File: config.mk
export PLATFORM = sky130hd
export DESIGN_NAME = wb_cmd_master
export DESIGN_NICKNAME = d
export VERILOG_FILES = /design/src/rtl/wb_cmd_master.sv
export SDC_FILE = /design/constraint.sdc
export NUM_CORES = 1
export LEC_CHECK = 0
export ABC_AREA = 1
export BUFFER_PORTS_ARGS = -buffer_cell sky130_fd_sc_hd__buf_4
export CORE_ASPECT_RATIO = 0.8
export CORE_MARGIN = 1
export CORE_UTILIZATION = 50
export DETAILED_ROUTE_END_ITERATION = 6
export PLACE_DENSITY = 0.75
export SETUP_SLACK_MARGIN = 0.4
export SYNTH_ARGS = -nofsm -noshare
export SYNTH_HDL_FRONTEND = slang
export SYNTH_SLANG_ARGS = --single-unit
File: constraint.sdc
create_clock -name WBs_CLK_i -period 2.85 [get_ports WBs_CLK_i]
set_clock_uncertainty 0.05 [all_clocks]
set_input_delay 0.285 -clock WBs_CLK_i [delete_from_list [all_inputs] [get_ports WBs_CLK_i]]
set_output_delay 0.285 -clock WBs_CLK_i [all_outputs]
set_load 0.005 [all_outputs]
File: src/rtl/wb_cmd_master.sv
// Queued-command Wishbone initiator: a small FIFO feeds single classic cycles, one response per command.
// Optional bus-cycle timeout is compiled in with `define WB_TIMEOUT_EN.
module wb_cmd_master #(
    parameter int ADDRWIDTH      = 7,
    parameter int DATAWIDTH      = 32,
    parameter int CMD_DEPTH      = 4,
    parameter int TIMEOUT_CYCLES = 255
) (
    input  logic                 WBs_CLK_i,
    input  logic                 WBs_RST_i,
    input  logic                 cmd_valid_i,
    output logic                 cmd_ready_o,
    input  logic                 cmd_we_i,
    input  logic [ADDRWIDTH-1:0] cmd_adr_i,
    input  logic [3:0]           cmd_byte_stb_i,
    input  logic [DATAWIDTH-1:0] cmd_dat_i,
    output logic                 rsp_valid_o,
    input  logic                 rsp_ready_i,
    output logic                 rsp_we_o,
    output logic                 rsp_err_o,
    output logic [DATAWIDTH-1:0] rsp_dat_o,
    output logic [ADDRWIDTH-1:0] WBm_ADR_o,
    output logic                 WBm_CYC_o,
    output logic                 WBm_STB_o,
    output logic                 WBm_WE_o,
    output logic [3:0]           WBm_BYTE_STB_o,
    output logic [DATAWIDTH-1:0] WBm_DAT_o,
    input  logic [DATAWIDTH-1:0] WBm_DAT_i,
    input  logic                 WBm_ACK_i,
    output logic                 busy_o
);
    localparam int PW = (CMD_DEPTH > 1) ? $clog2(CMD_DEPTH) : 1;
    localparam int CW = $clog2(CMD_DEPTH + 1);
    localparam int EW = 1 + ADDRWIDTH + 4 + DATAWIDTH;
    localparam int TW = $clog2(TIMEOUT_CYCLES + 1);

    typedef enum logic [1:0] {IDLE, BUS, RESP} state_t;
    state_t state;

    logic [EW-1:0] fifo_mem [CMD_DEPTH];
    logic [PW-1:0] wr_ptr, rd_ptr;
    logic [CW-1:0] count, count_next;
    logic          push, pop;

    // Pushes are gated by the registered ready, so a full FIFO stays blocked even during a pop.
    assign push      = cmd_valid_i & cmd_ready_o;
    assign pop       = (state == IDLE) && (count != '0) && !rsp_valid_o;
    assign WBm_STB_o = WBm_CYC_o;
    assign busy_o    = (state != IDLE) || (count != '0);

    always_comb begin
        count_next = count;
        if (push && !pop)
            count_next = count + CW'(1);
        else if (!push && pop)
            count_next = count - CW'(1);
    end

    always_ff @(posedge WBs_CLK_i) begin
        if (push)
            fifo_mem[wr_ptr] <= {cmd_we_i, cmd_adr_i, cmd_byte_stb_i, cmd_dat_i};
    end

`ifdef WB_TIMEOUT_EN
    logic [TW-1:0] to_cnt;
`else
    // Timeout parameter has no effect in this build; fold it away explicitly.
    logic unused_timeout;
    assign unused_timeout = ^TW'(TIMEOUT_CYCLES);
    assign rsp_err_o      = 1'b0;
`endif

    always_ff @(posedge WBs_CLK_i) begin
        if (!WBs_RST_i) begin
            state          <= IDLE;
            wr_ptr         <= '0;
            rd_ptr         <= '0;
            count          <= '0;
            cmd_ready_o    <= 1'b1;
            WBm_CYC_o      <= 1'b0;
            WBm_WE_o       <= 1'b0;
            WBm_ADR_o      <= '0;
            WBm_BYTE_STB_o <= '0;
            WBm_DAT_o      <= '0;
            rsp_valid_o    <= 1'b0;
            rsp_we_o       <= 1'b0;
            rsp_dat_o      <= '0;
`ifdef WB_TIMEOUT_EN
            rsp_err_o      <= 1'b0;
            to_cnt         <= '0;
`endif
        end else begin
            count       <= count_next;
            cmd_ready_o <= (count_next != CW'(CMD_DEPTH));
            if (push)
                wr_ptr <= wr_ptr + PW'(1);
            if (pop)
                rd_ptr <= rd_ptr + PW'(1);

            case (state)
                IDLE: begin
                    if (pop) begin
                        {WBm_WE_o, WBm_ADR_o, WBm_BYTE_STB_o, WBm_DAT_o} <= fifo_mem[rd_ptr];
                        WBm_CYC_o <= 1'b1;
                        state     <= BUS;
`ifdef WB_TIMEOUT_EN
                        to_cnt    <= '0;
`endif
                    end
                end
                BUS: begin
                    // ACK takes priority over an expiring timeout on the same edge.
                    if (WBm_ACK_i) begin
                        WBm_CYC_o   <= 1'b0;
                        rsp_valid_o <= 1'b1;
                        rsp_we_o    <= WBm_WE_o;
                        rsp_dat_o   <= WBm_WE_o ? '0 : WBm_DAT_i;
`ifdef WB_TIMEOUT_EN
                        rsp_err_o   <= 1'b0;
`endif
                        state       <= RESP;
                    end
`ifdef WB_TIMEOUT_EN
                    else if (to_cnt == TW'(TIMEOUT_CYCLES - 1)) begin
                        WBm_CYC_o   <= 1'b0;
                        rsp_valid_o <= 1'b1;
                        rsp_we_o    <= WBm_WE_o;
                        rsp_dat_o   <= '0;
                        rsp_err_o   <= 1'b1;
                        state       <= RESP;
                    end else begin
                        to_cnt <= to_cnt + TW'(1);
                    end
`endif
                end
                RESP: begin
                    if (rsp_ready_i) begin
                        rsp_valid_o <= 1'b0;
                        state       <= IDLE;
                    end
                end
                default: state <= IDLE;
            endcase
        end
    end
endmodule
==> Yosys cells after proc, flatten, opt, wreduce, memory -nomap -nowiden <==
Memories as Yosys holds them, arrays and structs flattened. A register that Yosys moved wholly into a read port is not among the register bits.
Cells that the tools add are included.
{ "classes": {"n_addsub": 4, "reduce_logical": 19, "n_mux": 15, "n_eq_ne": 6, "n_bitwise": 1} }
{ "op_table": {"columns": ["op", "count"], "rows": [
  ["two-way mux 32 bit", 1],
  ["AND reduction 3 bit", 3],
  ["two-way mux 1 bit", 6],
  ["two-way mux 2 bit", 3],
  ["two-way mux 3 bit", 2],
  ["!= test 2 bit, second input constant", 3],
  ["case mux 2 bit (3 select lines)", 1],
  ["nonzero test 2 bit", 3],
  ["adder 2 x 1 -> 2 bit, second input constant", 2],
  ["logical AND 1 bit", 4],
  ["zero test 1 bit", 4],
  ["case mux 1 bit (2 select lines)", 2],
  ["AND reduction 2 bit", 2],
  ["adder 3 x 1 -> 3 bit, second input constant", 1],
  ["!= test 3 bit, second input constant", 1],
  ["nonzero test 3 bit", 1],
  ["subtractor 3 x 1 -> 3 bit, second input constant", 1],
  ["equality test 2 x 1 -> 1 bit, second input constant", 1],
  ["equality test 2 bit, second input constant", 1],
  ["zero test 2 bit", 1],
  ["bitwise AND 1 bit", 1],
  ["logical OR 1 bit", 1]
]} }
{ "totals": {"ff_bits": 45, "ram_bits": 176, "memories": 1, "wordCells": 55, "in_bits": 81} }
{ "mem_list": {"columns": ["memory", "words", "word_bits", "rd", "rd_ports_with_merged_regs", "wr", "line_no", "rtl"], "rows": [
  ["fifo_mem", 4, 44, 1, 1, 1, "40", "logic [EW-1:0] fifo_mem [CMD_DEPTH];"]
]} }

==> Longest topological paths before layout <==
{ "depth": {"ltp_word": 7, "mapped_depth": 10} }

==> Worst setup path before layout <==
OpenSTA, ideal clock, no wires.
{ "synth_path": {"kind": "register to register", "startpoint": "register cmd_ready_o", "endpoint": "memory fifo_mem[0][0] in the netlist's numbering (enable)", "arrival_time_ns": 2.441, "required_ns": 2.354, "stages_incl_launch_ff": 4, "path_slack_ns": -0.086, "period_less_slack_ns": 2.936, "cell_sequence": "dfxtp_1 nand2_1 clkbuf_1 nor2_1"} }
{ "synth_between": {"elab_chain_len": 3} }
{ "synth_rtl": {"columns": ["item", "line_no", "rtl"], "rows": [
  ["start, declared", "12", "output logic cmd_ready_o,"],
  ["start signal, assigned", "94", "cmd_ready_o <= (count_next != CW'(CMD_DEPTH));"],
  ["bitwise AND 1 bit", "46", "assign push = cmd_valid_i & cmd_ready_o;"],
  ["two-way mux 1 bit", "60", "if (push)"],
  ["two-way mux 1 bit (implied by the code)", "61", "fifo_mem[wr_ptr] <= {cmd_we_i, cmd_adr_i, cmd_byte_stb_i, cmd_dat_i};"],
  ["end, declared", "40", null]
]} }
Every way passes these cells.

==> flow_summary.ini <==
[pwr]
power_frac_seq = 0.451
switching_share = 0.3057
pwr_density_cell_nw_per_um2 = 864.6
finalPower_mw = 11.10
clockPowerShare = 0.293
power_switching_mw = 3.392
p_int_mw = 7.705
static-leakage-power_nw = 4.852
peakVddDrop_mv = 0.6081
p_comb_frac = 0.255

[synth]
yosysWarnings = 0
ys_seq_area_frac = 0.7248
synth_cell_types = 25
ys_seq_elements = 265
synth_area_per_cell_sq_um = 11.55
netlist_instances = 844
netlist_area_sq_um = 9749
syn_nets = 932

[routing]
drt_iter0_drc = 469
vias_per_cell = 5.162
ant_nets = 0
wl_mm = 22.40
wl_per_cell_um = 16.61
firstDrtPassIters = 5
drc_errors = 0
vias = 6963

[cts]
path_clk_slew_ps = 60
cts_num_sinks = 265
cts_tree = built
clk_path_buf_depth = 3
clock-root-buffer = clkbuf_16
htree_levels = 1
ctsResizeCount = 0
insertion_delay_ps = 530
numCtsBuffers = 26

[critical_path]
path_class = reg2reg
reg2reg_depth = 4
path_cells = inv_2, buf_4, o21ai_0, a31oi_1
r2r_end = WBm_DAT_o[15]$_SDFFE_PN0P_
path_buf_inv = 2
r2r_slack_ps = 820
critPathMaxFanout = 49
max_stage_delay_ps = 680
path_delay_family = buffers and inverters
crit_slowest_cell = dfxtp_4
r2r-start = rd_ptr[0]$_SDFFE_PN0N_
cp-end-kind = flop
arrival_ps = 2370
critical_path.startpoint_type = flop
required_ps = 3190

[global_routing]
top_usage_layer = met2
use_met3 = 0.04031
grt_max_degree = 51
antenna_found_initial = 0
track_usage = 0.2240
grt_pass1_vias = 6648
met1_usage = 0.3034
grt_use_met2 = 0.3733
grt-ovfl-total = 0
grt_pass1_wl_mm = 34.63

[finish]
n_fill_cell = 1388
final_cells = 1349
drive_gt1_frac = 0.2090
antenna_cells = 0
nets = 1159
final_cell_area_sq_um = 12840
syn_to_final_growth_pct = 31.66

[run_status]
outcome = completed

[sta]
relSlewSlack = 0.4683
setup_violations = 0
finalHoldViolCount = 0
worstMarginPinSlew_ps = 796.3
drv_slew = 0
setup_ws_ps = 820.0
period_minus_slack_ps = 2030
finalCritPeriodShare = 0.7123
max_freq_ghz = 0.4926
rsz0062_at_grt = false

[floorplanning]
row_count = 45
dieWidth_um = 158.1
dieArea_sq_um = 20060
die_h_um = 126.9
initial_core_util = 0.5123
io_pins = 164
coreArea_sq_um = 19030

[placement]
placed_area_sq_um = 11240
routabilityCongestion = 0.7666
dp_slack_ps = 814.6
hpwl_mm = 12.18
dpl.cell_count = 1224
io_buffers = 162

[min_path]
hold_depth = 4
hp-start = WBm_ACK_i
holdPathEnd = state[0]$_SDFFE_PN0P_
hp-class = in2reg

[flow_run]
drv_cap = 0
==> power by group through the flow <==
stage / clock network (mW) / logic, mW / registers, mW
finish: 3.26 / 2.83 / 5.01
global route: 3.48 / 3.18 / 5.06
CTS: 3.30 / 2.85 / 5.01
detailed placement: 0 / 2.75 / 5.08
global placement: 0 / 2.66 / 5.07
floorplan: 0 / 1.72 / 4.98
==> registers in the layout, indices dropped and copies added, names as in the netlist, 3 cells and up <==
signal / cells
fifo_mem: 176
WBm_DAT_o: 32
count: 3
WBm_BYTE_STB_o: 4
WBm_ADR_o: 7
rsp_dat_o: 32
==> worst register-to-register path, delay by kind of cell, from the launching register on <==
family,cells,cell delay (ps)
AO/OA/AOI/OAI,2,330
buffers and inverters,2,850
flip-flops,1,680
==> routing by layer <==
layer | share of wire | wire length [um]
met3 | 0.076 | 1700
met4 | 0.021 | 471
met5 | 0 | 0
met1 | 0.43 | 9555
met2 | 0.48 | 10680
==> layout make-up <==
cell class                 instances  area (sq um)  area share
multi-input combinational        505          2385      0.1858
tap                              258         322.8     0.02515
inverter                          19         71.32    0.005556
clock buffer                      43         787.0     0.06131
sequential                       265          7072      0.5509
timing repair buffer             254          2162      0.1684
clock inverter                     5         36.28    0.002827
==> timing repair <==
item | 4_1_cts | 5_1_grt
buffers inserted | 0 | 0
hold buffers | 77 | 0
setup endpoints to repair | 0 | 0
endpoints found under the hold margin | 209 | 0
==> cells in the final DEF, fill, tap and decap left out, drive strengths merged <==
cell,Yosys,layout
nor2,193,193
buf,28,177
edfxtp,176,176
o21ai,136,136
dfxtp,89,89
dlygate4sd3,0,77
nand2,71,71
a31oi,44,44
clkbuf,27,43
a21oi,36,36
inv,19,19
nand3,7,7
a22oi,7,7
ha,7,7
clkinv,0,5
nand4,1,1
a211oi,1,1
nand3b,1,1
conb,1,1
==> synthesized netlist by cell type <==
cell,n,area (sq um)
inv_1,17,63.81
buf_4,8,60.06
a211oi_1,1,7.510
a22oi_1,7,52.55
a21oi_1,36,180.2
nand2_1,70,262.8
o21ai_1,3,15.01
nor2_1,189,709.4
nand4_1,1,6.260
clkbuf_1,26,97.59
o21ai_0,133,665.6
nand2_2,1,6.260
a31oi_1,44,275.3
dfxtp_1,89,1782
buf_2,15,75.07
edfxtp_1,176,5285
nand3_1,7,35.03
conb_1,1,3.750
nand3b_1,1,7.510
clkbuf_2,1,5.000
inv_2,2,7.510
ha_1,7,87.58
buf_1,5,18.77
nor2_4,3,33.78
nor2_2,1,6.260
==> kinds of logic after synthesis <==
kind of cell | share of synthesized area
and+or+nand+nor | 0.1095
DFF | 0.7248
AOI/OAI and AO/OA | 0.1227
buffers and inverters | 0.03362
adders and majority gates | 0.008983
other | 0.0003846
==> how the worst max path moves through the flow <==
stage,startpoint,endpoint,slack [ps],depth (start not counted)
after floorplan,cmd_ready_o$_SDFF_PN1_,fifo_mem[0][0]$_DFFE_PP_,-90,3
after global placement,rd_ptr[0]$_SDFFE_PN0N_,WBm_DAT_o[8]$_SDFFE_PN0P_,880,4
after detailed placement,rd_ptr[0]$_SDFFE_PN0N_,WBm_DAT_o[13]$_SDFFE_PN0P_,810,4
after CTS,rd_ptr[0]$_SDFFE_PN0N_,WBm_DAT_o[8]$_SDFFE_PN0P_,820,4
after global routing,count[0]$_SDFF_PN0_,WBm_DAT_o[22]$_SDFFE_PN0P_,650,8
final,rd_ptr[0]$_SDFFE_PN0N_,WBm_DAT_o[15]$_SDFFE_PN0P_,820,4
==> per-stage QoR <==
stage	setup TNS, ps	util	hold WS [ps]
after floorplan	-15200	-	333.9
after global placement	0	0.5907	401.5
after detailed placement	0	0.5907	399.9
after CTS	0	0.6745	31.26
after global routing	0	0.6745	61.77
final	0	0.6745	40.01
Note: power is estimated with default switching activity, not from simulation.
